`config.mk`:
```
export PLATFORM = sky130hd
export DESIGN_NAME = mul_pipe_unit
export DESIGN_NICKNAME = d
export VERILOG_FILES = /design/src/rtl/mul_pipe_unit.sv
export SDC_FILE = /design/constraint.sdc
export NUM_CORES = 2
export LEC_CHECK = 0
export ABC_AREA = 1
export BUFFER_PORTS_ARGS = -buffer_cell sky130_fd_sc_hd__buf_2
export CAP_MARGIN = 20
export CELL_PAD_IN_SITES_DETAIL_PLACEMENT = 1
export CELL_PAD_IN_SITES_GLOBAL_PLACEMENT = 1
export CORE_MARGIN = 5
export CORE_UTILIZATION = 40
export CTS_CLUSTER_DIAMETER = 60
export DETAILED_ROUTE_END_ITERATION = 7
export GPL_TIMING_DRIVEN = 0
export PLACE_DENSITY = 0.83
export SYNTH_ARGS = -nofsm -noshare
export SYNTH_HDL_FRONTEND = slang
export SYNTH_SLANG_ARGS = --single-unit
```
`constraint.sdc`:
```
create_clock -name clk -period 6.79 [get_ports clk]
set_input_delay 0 -clock clk [delete_from_list [all_inputs] [get_ports clk]]
set_output_delay 0 -clock clk [all_outputs]
set_load 0.01 [all_outputs]
```
`src/rtl/mul_pipe_unit.sv`:
```
// mul_pipe_unit: two-stage LoongArch MUL.W/MULH.W/MULH.WU unit with valid/ready handshake
module mul_pipe_unit #(
  parameter int TAG_W = 5
) (
  input  logic             clk,
  input  logic             reset,
  input  logic             flush,
  input  logic             in_valid,
  output logic             in_ready,
  input  logic [1:0]       in_op,
  input  logic [31:0]      in_x,
  input  logic [31:0]      in_y,
  input  logic [TAG_W-1:0] in_tag,
  output logic             out_valid,
  input  logic             out_ready,
  output logic [31:0]      out_result,
  output logic [TAG_W-1:0] out_tag,
  output logic             busy
);
  logic             r_s1_valid, r_s2_valid;
  logic [1:0]       r_s1_op;
  logic [TAG_W-1:0] r_s1_tag, r_s2_tag;
  logic [33:0]      r_s1_x, r_s1_y;
  logic [31:0]      r_s2_result;
  logic             w_sgn, w_accept, w_s2_go;
  logic [63:0]      w_prod;
  logic [31:0]      w_slice;
  always_comb begin
    w_sgn    = in_op == 2'b01;
    w_s2_go  = r_s1_valid & (~r_s2_valid | out_ready);
    in_ready = ~reset & ~flush & (~r_s1_valid | w_s2_go);
    w_accept = in_valid & in_ready;
    // only P[63:0] is consumed, so the 34x34 product is formed modulo 2^64
    w_prod   = $signed(r_s1_x) * $signed(r_s1_y);
    w_slice  = (r_s1_op == 2'b01 || r_s1_op == 2'b10) ? w_prod[63:32] : w_prod[31:0];
  end
  always_ff @(posedge clk) begin
    r_s1_valid <= (reset | flush) ? 1'b0 : w_accept ? 1'b1 : w_s2_go ? 1'b0 : r_s1_valid;
    r_s2_valid <= (reset | flush) ? 1'b0 : w_s2_go ? 1'b1 : out_ready ? 1'b0 : r_s2_valid;
  end
  always_ff @(posedge clk)
    if (w_accept) begin
      r_s1_op  <= in_op;
      r_s1_tag <= in_tag;
      r_s1_x   <= {{2{w_sgn & in_x[31]}}, in_x};
      r_s1_y   <= {{2{w_sgn & in_y[31]}}, in_y};
    end
  always_ff @(posedge clk)
    if (reset) begin
      r_s2_result <= '0;
      r_s2_tag    <= '0;
    end else if (w_s2_go & ~flush) begin
      r_s2_result <= w_slice;
      r_s2_tag    <= r_s1_tag;
    end
  assign out_valid  = r_s2_valid;
  assign out_result = r_s2_result;
  assign out_tag    = r_s2_tag;
  assign busy       = r_s1_valid | r_s2_valid;
endmodule

```
==> impl_metrics.env <==
export IMPL_status="finished with violations"
export IMPL_violations="setup timing"
export IMPL_drtPass1Iterations=5
export IMPL_die_h_microns=346
export IMPL_dp_cells=7351
export IMPL_path_max_fanout=10
export IMPL_gp_congestion=1.05
export IMPL_period_share=1.16
export IMPL_drv_slew=0
export IMPL_gr_total_overflow=0
export IMPL_numCtsBuffers=9
export IMPL_crit_top_cell="fa_1"
export IMPL_wl_per_cell_microns=28.2
export IMPL_worstReg2RegStart="r_s1_x[32]"
export IMPL_min_to="r_s1_tag[3]"
export IMPL_reg2reg_slack_ps=-1090
export IMPL_drc=0
export IMPL_avgSynthCellArea_sq_um=7.89
export IMPL_hp_class="input port to flip-flop"
export IMPL_synth_distinct_cells=43
export IMPL_netlist_top_cells_count="inv_1 (1863), nand2_1 (1528), fa_1 (1125)"
export IMPL_ctsHtreeMaxLevel=3
export IMPL_worst_ep_required_time_ps=7210
export IMPL_totalWireLength_microns=217000
export IMPL_ys_ff_latch=112
export IMPL_criticalPathCategory="flip-flop to flip-flop"
export IMPL_drv_cap=0
export IMPL_dieArea_sq_mm=0.120
export IMPL_syn_inst=5724
export IMPL_max_clock_freq_mhz=127
export IMPL_synth_nets=7137
export IMPL_clockRootBuffer="clkbuf_16"
export IMPL_worstHoldStart="in_valid"
export IMPL_area_growth_pct=23.3
export IMPL_yosysMostFrequentCell="inv_1"
export IMPL_final_hold_violation_count=0
export IMPL_antenna_found_initial=4
export IMPL_tightest_slew_ps=1090
export IMPL_grt_pass1_vias=45800
export IMPL_fin_crit_ps=7880
export IMPL_port_buffers=114
export IMPL_track_usage=0.349
export IMPL_dieWidth_microns=346
export IMPL_yosys_area_top_type="fa_1"
export IMPL_row_count=123
export IMPL_insertion_delay_ps=500
export IMPL_yosysSeqAreaShare=0.0658
export IMPL_yosys_warnings=0
export IMPL_reg2regPathDepth=29
export IMPL_cp_arrival_ps=8300
export IMPL_cts_tree="built"
export IMPL_dp_slack_ps=-1920
export IMPL_fin_ws_ps=-1090
export IMPL_cts_sinks=112
export IMPL_synth_async_reset_ratio=0
export IMPL_viasPerCell=5.44
export IMPL_max_stage_delay_ps=660
export IMPL_end_kind="flip-flop"
export IMPL_skew_ps=22.3
export IMPL_clockBufferDepth=2
export IMPL_syn_area_sq_mm=0.0452
export IMPL_max_slew_margin=0.276
export IMPL_drive_gt1_frac=0.212
export IMPL_synth_top_area_share=0.498
export IMPL_synth_edf_count=73
export IMPL_fin_cells=7672
export IMPL_worstSetupStartpointType="flip-flop"
export IMPL_final_setup_tns_ps=-22410
export IMPL_core_area_sq_mm=0.112
export IMPL_ios=116
export IMPL_cp_slowest_cell="fa_2"
export IMPL_utilization=0.496
export IMPL_initial_core_util=0.402
export IMPL_path_clk_slew_ps=100
export IMPL_dp_hpwl_microns=167000
export IMPL_grt_max_degree=27
export IMPL_grt_pass1_wl_microns=304000
export IMPL_drtIter0Drc=3975
export IMPL_r2r_end="out_result[23]"
export IMPL_ys_top_cells_by_area="fa_1 (50%), inv_1 (15%), nand2_1 (13%), ha_1 (5.9%), edfxtp_1 (4.9%)"
export IMPL_synth_main_ff_cell="edfxtp_1"
export IMPL_setup_viol=32
export IMPL_num_nets_final=7574
export IMPL_num_vias=41800
export IMPL_rsz0062_at_grt="true"
export IMPL_whs_path_depth=3
export IMPL_drtAntennaViolNets=0
-- worst max path at each step --
stage | from | end | slack, ps | cells past startpoint
5_1_grt | r_s1_x[32] | out_result[25] | -1180 | 32
6_report | r_s1_x[32] | out_result[23] | -1090 | 29
3_5_place_dp | r_s1_y[14] | out_result[31] | -1920 | 25
3_3_place_gp | r_s1_x[12] | out_result[7] | -1750 | 30
2_1_floorplan | r_s1_x[32] | out_result[31] | -80 | 25
4_1_cts | r_s1_x[32] | out_result[31] | -640 | 28
-- placed cells by master (no fill, tap or decap), types with 49 or more instances in the layout --
master	n
dlygate4sd3_1	75
fa_1	1039
nand2_2	109
nand3_1	58
nand2_4	49
o21ai_0	52
edfxtp_1	73
nor2_1	92
buf_4	227
nand2_1	1391
a21oi_2	67
nor2_4	49
ha_1	165
fa_2	86
inv_1	1754
inv_2	112
buf_2	122
clkbuf_8	64
-- state kept, by name (all words and copies together), names as in the netlist --
name	cells
out_result	32
out_tag	5
r_s1_op	2
r_s1_valid	1
r_s1_x	33
r_s1_y	33
r_s1_tag	5
out_valid	1
-- layer usage --
metal  track usage  wire [microns]  vias to the layer above
met2         0.554           97000                     2635
li1              -               -                    16700
met3        0.0982           23800                      941
met5             0               0                        -
met4         0.209           19500                        0
met1         0.424           76200                    21500
-- critical path: cells and delay by family, from the launching register on --
kind                       cells  cell delay [ps]
and+or+nand+nor                8             1300
buffers and inverters         11             1370
DFF                            1              410
adders and majority gates      9             4530
AOI/OAI and AO/OA              1              160
-- layout make-up --
class / instances / area [sq um]
plain buffers: 217 / 2490
clock inverters: 7 / 93.8
fillers: 13300 / 56600
diodes: 6 / 15.0
clock buffers: 9 / 225
inverters: 1878 / 7080
multi-input cells: 3454 / 36800
flip-flops and latches: 112 / 2970
repair buffers: 489 / 4180
well taps: 1500 / 1880
-- through the flow --
step | instance area [sq um] | hold WS (ps)
after floorplan | 45500 | 98.9
after global placement | 48000 | 176
after detailed placement | 48200 | 178
after CTS | 54100 | 101
after global routing | 55700 | 156
final | 55700 | 133
-- kinds of logic (layout without fill, tap and decap cells) --
logic type,count (synthesis),count (layout),share of synthesized area
adders and majority gates,1337,1337,0.557
AOI/OAI and AO/OA,224,224,0.0275
xor gates and xnor gates,9,9,0.00174
buffers and inverters,2158,2600,0.180
other,0,6,0
and+or+nand+nor,1884,1884,0.168
DFF,112,112,0.0658
-- repair_timing --
| action | CTS | global route |
|---|---|---|
| gates resized for setup | 893 | 373 |
| hold endpoints to repair | 82 | 0 |
| cloned | 1 | 0 |
| pin swaps | 162 | 220 |
| buffers inserted | 221 | 65 |
| setup endpoints to repair | 32 | 32 |
| hold buffers | 75 | 0 |
Power is left out: the tool's default activity adds up to more than one toggle a clock period on the data nets, which glitch-free logic cannot reach.
